### config.mk
export PLATFORM = sky130hd
export DESIGN_NAME = disaster_alert_scheduler
export DESIGN_NICKNAME = d
export VERILOG_FILES = /design/src/rtl/disaster_alert_scheduler.sv
export SDC_FILE = /design/constraint.sdc
export NUM_CORES = 1
export LEC_CHECK = 0
export ABC_AREA = 1
export CORE_MARGIN = 2
export CORE_UTILIZATION = 40
export DETAILED_ROUTE_END_ITERATION = 8
export GPL_TIMING_DRIVEN = 1
export PLACE_DENSITY = 0.65
export REMOVE_ABC_BUFFERS = 1
export SKIP_LAST_GASP = 1
export SLEW_MARGIN = 20
export SYNTH_ARGS = -nofsm -noshare
export SYNTH_HDL_FRONTEND = slang
export SYNTH_SLANG_ARGS = --single-unit
### constraint.sdc
create_clock -name clk -period 3.68 [get_ports clk]
set_clock_uncertainty 0.1 [all_clocks]
set_input_delay 0.368 -clock clk [delete_from_list [all_inputs] [get_ports clk]]
set_output_delay 0.368 -clock clk [all_outputs]
set_load 0.005 [all_outputs]
### src/rtl/disaster_alert_scheduler.sv
// disaster_alert_scheduler
//   Sequences four latched hazard alarms (flood, cyclone, earthquake,
//   tsunami) onto a one-hot LED bank and an audible buzzer.
//   Each raw detection is debounced, then latched until the operator
//   acknowledges it. The LED bank shows either the single highest-priority
//   alarm (priority mode) or cycles through all alarms (scan mode).
//
// Ports
//   clk     in   1  clock, all state on rising edge
//   rst_n   in   1  asynchronous active-low reset
//   det     in   4  raw detections [0]=flood [1]=cyclone [2]=earthquake [3]=tsunami
//   mode    in   1  0 = priority display, 1 = scan display
//   ack     in   1  operator acknowledge (pulse or level)
//   alarm   out  4  latched alarm vector, same bit order as det
//   led     out  4  one-hot (or zero) LED drive
//   buzzer  out  1  square-wave audible alert
//   busy    out  1  high while any alarm bit is set
module disaster_alert_scheduler #(
    parameter int DEBOUNCE_CYCLES = 4,
    parameter int DWELL_CYCLES    = 8
) (
    input  logic       clk,
    input  logic       rst_n,
    input  logic [3:0] det,
    input  logic       mode,
    input  logic       ack,
    output logic [3:0] alarm,
    output logic [3:0] led,
    output logic       buzzer,
    output logic       busy
);

    localparam int CW = $clog2(DEBOUNCE_CYCLES + 1);
    localparam int DW = $clog2(DWELL_CYCLES + 1);
    localparam logic [CW-1:0] DB_MAX  = CW'(DEBOUNCE_CYCLES);
    localparam logic [CW-1:0] DB_LAST = CW'(DEBOUNCE_CYCLES - 1);
    localparam logic [DW-1:0] DWELL_LAST = DW'(DWELL_CYCLES - 1);

    typedef enum logic [1:0] {IDLE, PRIO, SCAN} state_t;

    state_t             state_q, state_d;
    logic [3:0][CW-1:0] cnt_q, cnt_d;
    logic [3:0]         alarm_q, alarm_d;
    logic               busy_q;
    logic [1:0]         cur_q, cur_d;
    logic [DW-1:0]      dwell_q, dwell_d;
    logic [3:0]         led_q, led_d;
    logic [DW-1:0]      bcnt_q, bcnt_d;
    logic               buzzer_q, buzzer_d;
    logic               silenced_q, silenced_d;
    logic [3:0]         set_v;
    logic [3:0]         clr_v;

    // Lowest set index wins: flood is the highest priority.
    function automatic logic [1:0] prio_idx(input logic [3:0] a);
        logic [1:0] r;
        r = 2'd0;
        for (int k = 3; k >= 0; k--) begin
            if (a[k]) r = 2'(k);
        end
        return r;
    endfunction

    // Next set bit strictly above cur, wrapping 3->0; falls back to cur
    // itself when it is the only set bit.
    function automatic logic [1:0] next_idx(input logic [3:0] a, input logic [1:0] cur);
        logic [1:0] r;
        logic [1:0] idx;
        r = cur;
        for (int k = 3; k >= 1; k--) begin
            idx = cur + 2'(k);
            if (a[idx]) r = idx;
        end
        return r;
    endfunction

    // Debounce and alarm latch. A set needs det high, so it can never
    // coincide with an ack-clear of the same bit; the OR still makes set win.
    always_comb begin
        set_v = 4'b0;
        clr_v = 4'b0;
        cnt_d = cnt_q;
        for (int i = 0; i < 4; i++) begin
            if (!det[i]) begin
                cnt_d[i] = '0;
                clr_v[i] = ack;
            end else begin
                if (cnt_q[i] == DB_LAST) set_v[i] = 1'b1;
                if (cnt_q[i] != DB_MAX) cnt_d[i] = cnt_q[i] + CW'(1);
            end
        end
        alarm_d = (alarm_q & ~clr_v) | set_v;
    end

    // Silencing: a fresh alarm or a fully cleared bank re-arms the buzzer.
    always_comb begin
        silenced_d = silenced_q;
        if (((set_v & ~alarm_q) != 4'b0) || (alarm_d == 4'b0)) begin
            silenced_d = 1'b0;
        end else if (ack) begin
            silenced_d = 1'b1;
        end
    end

    // Buzzer: half-period of DWELL_CYCLES; ack mutes it on the very next edge.
    always_comb begin
        buzzer_d = buzzer_q;
        bcnt_d   = bcnt_q;
        if (!busy_q || silenced_q || ack) begin
            buzzer_d = 1'b0;
            bcnt_d   = '0;
        end else if (bcnt_q == DWELL_LAST) begin
            buzzer_d = ~buzzer_q;
            bcnt_d   = '0;
        end else begin
            bcnt_d = bcnt_q + DW'(1);
        end
    end

    // Display FSM works from the registered alarm, giving one edge of latency.
    always_comb begin
        state_d = state_q;
        cur_d   = cur_q;
        dwell_d = dwell_q;
        led_d   = 4'b0;
        case (state_q)
            IDLE, PRIO: begin
                dwell_d = '0;
                if (alarm_q == 4'b0) begin
                    state_d = IDLE;
                end else if (mode) begin
                    state_d = SCAN;
                    cur_d   = prio_idx(alarm_q);
                    led_d   = 4'b0001 << cur_d;
                end else begin
                    state_d = PRIO;
                    led_d   = 4'b0001 << prio_idx(alarm_q);
                end
            end
            SCAN: begin
                if (alarm_q == 4'b0) begin
                    state_d = IDLE;
                    dwell_d = '0;
                end else if (!mode) begin
                    state_d = PRIO;
                    dwell_d = '0;
                    led_d   = 4'b0001 << prio_idx(alarm_q);
                end else begin
                    if (!alarm_q[cur_q] || (dwell_q == DWELL_LAST)) begin
                        cur_d   = next_idx(alarm_q, cur_q);
                        dwell_d = '0;
                    end else begin
                        dwell_d = dwell_q + DW'(1);
                    end
                    led_d = 4'b0001 << cur_d;
                end
            end
            default: begin
                state_d = IDLE;
                dwell_d = '0;
            end
        endcase
    end

    always_ff @(posedge clk or negedge rst_n) begin
        if (!rst_n) begin
            state_q    <= IDLE;
            cnt_q      <= '0;
            alarm_q    <= 4'b0;
            busy_q     <= 1'b0;
            cur_q      <= 2'd0;
            dwell_q    <= '0;
            led_q      <= 4'b0;
            bcnt_q     <= '0;
            buzzer_q   <= 1'b0;
            silenced_q <= 1'b0;
        end else begin
            state_q    <= state_d;
            cnt_q      <= cnt_d;
            alarm_q    <= alarm_d;
            busy_q     <= |alarm_d;
            cur_q      <= cur_d;
            dwell_q    <= dwell_d;
            led_q      <= led_d;
            bcnt_q     <= bcnt_d;
            buzzer_q   <= buzzer_d;
            silenced_q <= silenced_d;
        end
    end

    assign alarm  = alarm_q;
    assign led    = led_q;
    assign buzzer = buzzer_q;
    assign busy   = busy_q;

endmodule

# Word level (Yosys, flattened, before mapping)
# Cells that the tools add are included.
# word_totals
reg_bits	35
output_inout_bits	10
# classes
eq_ne	21
mux	71
shifts	4
order_cmp	4
reduce_logical	16
bitwise	6
add_sub_neg	9
# ops
op	count
$mux W2	26
$mux W4	10
$mux W3	8
$mux W1	20
$shl A1 B2 Y4 const A	4
$ne A3 B3 Y1 const B	5
$add A3 B1 Y3 const B	4
$eq A3 B2 Y1 const B	4
$lt A2 B3 Y1 const B	4
$add A4 B1 Y4 const B	2
$and A4 B4 Y4	2
$bmux W1 S2	4
$eq A4 B3 Y1 const B	2
$logic_not A4 Y1	2
$ne A2 B1 Y1 const B	4
$ne A2 B2 Y1 const B	4
$not A4 Y4	2
$pmux W2 S2	2
$pmux W4 S2	1
$reduce_bool A2 Y1	3
$reduce_and A5 Y1	1
$add A2 B2 Y2 const B	2
$logic_or A1 B1 Y1	4
$or A4 B4 Y4	1
9 further kinds	10

# Depth between registers and ports, before layout
# depth
depth_word	14
ltp_mapped	15

# Least setup slack after synthesis
# Ideal clock, no wire load.
# synth_timing
path_type	reg2reg
start	register cnt_q[6] (netlist bit)
end	register silenced_q
setup_time_ps	125
t_arrival_ps	1219
path_stages_with_launch	9
setup_slack_ps	2236
n_path_buf	0
cell_sequence	dfrtp_1 > ha_1 > ha_1 > nand2_1 > nand2_1 > o21a_1 > inv_1 > nand4_1 > nor4b_1
# synth_via
elab_chain_cells	7
elab_cells_between_ends	10
classes_between	eq/ne: 1; mux: 3; bitwise: 2; reduce/logical: 4
# synth_lines
item	line_no	rtl
start, declared	42	logic [3:0][CW-1:0] cnt_q, cnt_d;
start signal, assigned	179	cnt_q <= cnt_d;
$eq A3 B2 Y1 (*)	88	if (cnt_q[i] == DB_LAST) set_v[i] = 1'b1;
$mux W1 (*)	88	
$mux W1 (*)	84	if (!det[i]) begin
$or A4 B4 Y4 (*)	92	alarm_d = (alarm_q & ~clr_v) | set_v;
net alarm_d[2]	43	logic [3:0] alarm_q, alarm_d;
$logic_not A4 Y1 (*)	98	if (((set_v & ~alarm_q) != 4'b0) || (alarm_d == 4'b0)) begin
$logic_or A1 B1 Y1 (*)	98	
$mux W1 / $reduce_bool A2 Y1 (equally long branches)	-	
end signal, assigned	187	silenced_q <= silenced_d;
end, declared	50	logic silenced_q, silenced_d;
# The timed path passes the listed nets; every way through them passes the cells marked *.
# A chain may end at the register's enable or synchronous reset.

# Final worst setup path
# layout_timing
start	register cur_q[0]
end	register led_q[1], in the netlist led[1]
# layout_via
elab_chain_cells	14
elab_cells_between_ends	24
classes_between	add/sub: 3; shift: 1; mux: 18; reduce/logical: 2
# layout_lines
item	line_no	rtl
start, declared	45	logic [1:0] cur_q, cur_d;
start signal, assigned	182	cur_q <= cur_d;
$add A2 B2 Y2	71	idx = cur + 2'(k);
$bmux W1 S2	72	if (a[idx]) r = idx;
$mux W1 (implied by the code)	72	
$mux W2 (3 in series)	72	
$mux W2 (*)	149	if (!alarm_q[cur_q] || (dwell_q == DWELL_LAST)) begin
$mux W2 (*)	144	end else if (!mode) begin
$mux W2 (*)	141	if (alarm_q == 4'b0) begin
$mux W2 (*)	126	case (state_q)
$shl A1 B2 Y4 (*)	155	led_d = 4'b0001 << cur_d;
$mux W4 (*)	144	
$mux W4 (*)	141	
$pmux W4 S2 (*)	126	
net led_d[1]	47	logic [3:0] led_q, led_d;
end signal, assigned	184	led_q <= led_d;
end, declared	47	
# The timed path passes the listed nets; every way through them passes the cells marked *. The select of a mux whose other input is x is not followed.

==> results.ini <==
[hold_path]
min_from=bcnt_q[0]$_DFF_PN0_
hold_end=bcnt_q[0]$_DFF_PN0_
whs_path_depth=1
hold_class=reg -> reg

[logic_synthesis]
synthesis.area_um2=1910
yosysUniqueCellTypes=28
synth_top_cell_area_share=0.459
syn_area_per_cell_um2=8.09
ys_seq_elements=35
synthCells=236
synth.area.top_cells=dfrtp_1 46%, nand2_1 11%, ha_1 9.2%, inv_1 7.1%, o21ai_0 5.2%
synth_warnings=0
synth_top_area_cell=dfrtp_1
synth_seq_area_share=0.459

[global_routing]
globalRoute.totalOverflow=0
grt_max_degree=36
grt_pass1_vias=1434
track_usage=0.150
grt_pass1_wl_mm=6.31
antenna_found_initial=0

[floorplanning]
die_h_um=73.1
core_area_um2=4660
die_w_um=73.1
ios=18
start_util=0.409
dieArea_um2=5340
fp-row-count=25

[placed_design]
port_buffers=17
hpwl_mm=2.66
gp_congestion=0.877
dp.cells=307

[routing]
routed_wl_mm=3.46
ant_nets=0
vias=1530
wire_per_inst_um=11.0
dr.first_iter.drc_count=97
viasPerCell=4.86
drtPass1Iterations=4
wl_met1_mm=1.62
route.met3.wl_um=142
met2_length_mm=1.67
top_layer_used=met4
post-route-drc-count=0

[setup_path]
timing.rr.start=cur_q[0]$_DFFE_PN0P_
reg2reg_to=led[1]$_DFF_PN0_
crit_arrival_ns=1.86
cp_max_fo=10
critPathKind=reg -> reg
worst_setup_path_end_kind=register
worstPathRequired_ns=3.75
reg2reg_slack_ns=1.89
rr_worst_depth=13
cp-start-kind=register

[power]
ir_worst_vdd_mv=0.288
power.density_nw_per_um2=631
totalPowerFinal_mw=1.40
leakagePower_nw=1.15

[timing]
max_freq_ghz=0.559
finalSetupTns_ns=0
slew_violations=0
rsz0062_at_grt=false
post-route-period-util=0.486
max_slew.worst_pin.slew_ns=0.449
period_needed_ns=1.79
finalSetupViolations=0
slew_headroom=0.700
finalHoldViolCount=0

[clocking]
clock_path_buffers=2
post_cts_buffers=0
hold_buffers=0
clk_latency_ns=0.28
cts_tree=built
cts.clk_slew.worst_paths_ns=0.06
numClockSinks=35
clockRootBuffer=clkbuf_8
htree_levels=2
cts_made_buffers=5
cts_resized=0

[run_status]
status=complete, no violations

[layout]
antenna_cells=0
drive_gt1_frac=0.0766
final_cell_mix=56 x nand2_1, 36 x inv_1, 35 x dfrtp_1
final_cells=315
area_growth_pct=16.5
layout_commonest_cell=nand2_1
num-fill-cells=450
layout.nets=282

[run]
drv_cap=0

-- Yosys cell counts, drive strengths merged --
| cell | n |
|---|---|
| nand3b | 1 |
| xnor2 | 2 |
| a21boi | 1 |
| dfrtp | 35 |
| o31ai | 1 |
| nand3 | 19 |
| inv | 41 |
| o21a | 1 |
| nand4 | 1 |
| buf | 1 |
| nor3b | 1 |
| xor2 | 2 |
| a21oi | 5 |
| ha | 14 |
| o21ai | 25 |
| or2 | 1 |
| o211ai | 1 |
| nor3 | 1 |
| nor2 | 22 |
| nor4b | 1 |
| nand2 | 58 |
| o22ai | 2 |
-- cell families (layout without fill, tap and decap cells) --
| family | after synthesis | after routing | share of synthesized area |
|---|---|---|---|
| AOI/OAI and AO/OA | 36 | 36 | 0.101 |
| xor gates and xnor gates | 4 | 4 | 0.0184 |
| adders and majority gates | 14 | 14 | 0.0918 |
| buffers and inverters | 42 | 67 | 0.0905 |
| DFF | 35 | 35 | 0.459 |
| and+or+nand+nor | 105 | 105 | 0.239 |
-- metal layers --
layer,track usage,up-vias
met5,0,-
met4,0.0391,0
met3,0.0373,5
met2,0.239,32
met1,0.202,693
li1,-,800
-- worst max path at each step --
stage                               startpoint          endpoint
after floorplan           cur_q[0]$_DFFE_PN0P_  led[1]$_DFF_PN0_
after detailed placement                  mode  led[1]$_DFF_PN0_
after global placement                    mode  led[1]$_DFF_PN0_
final                     cur_q[0]$_DFFE_PN0P_  led[1]$_DFF_PN0_
after CTS                   alarm[1]$_DFF_PN0_          alarm[1]
after global routing      cur_q[0]$_DFFE_PN0P_  led[1]$_DFF_PN0_
-- stage by stage --
step / hold WS, ns / worst slack [ns] / utilization / area, um^2
CTS: 0.363 / 1.90 / 0.477 / 2220
finish: 0.362 / 1.89 / 0.477 / 2220
floorplan: -0.0276 / 2.17 / - / 1900
global route: 0.377 / 1.71 / 0.477 / 2220
global placement: 0.353 / 1.85 / 0.460 / 2140
detailed placement: 0.348 / 1.84 / 0.460 / 2140
-- final cells by class --
cell class	count	area, um^2	share of cell area
tap	54	67.6	0.0304
inverter	41	161	0.0726
multi-input combinational	159	860	0.387
timing repair buffer	18	178	0.0799
sequential	35	876	0.394
clock buffer	7	76.3	0.0343
clock inverter	1	5.00	0.00225
-- state kept, by name (all words and copies together), names as in the netlist --
register / count
alarm: 4
bcnt_q: 4
busy: 1
buzzer: 1
cnt_q: 12
cur_q: 2
dwell_q: 4
led: 4
silenced_q: 1
state_q: 2
-- report_power, final --
group | total, mW | switching (mW) | internal (mW)
registers | 0.568 | 0.0910 | 0.477
logic | 0.573 | 0.348 | 0.225
clock network | 0.261 | 0.128 | 0.133
-- critical path: stages, from the launching register on --
cell     delay (ns)
dfrtp_1        0.62
nand2_1        0.10
o21ai_1        0.13
nand2_1        0.10
nand2_1        0.07
inv_1          0.03
nand2_1        0.07
nand2_1        0.05
nand2_1        0.08
nand2_2        0.08
nand2_1        0.07
nand2_1        0.05
nand2_1        0.06
nand2_1        0.05
(Power assumes the default switching activity.)
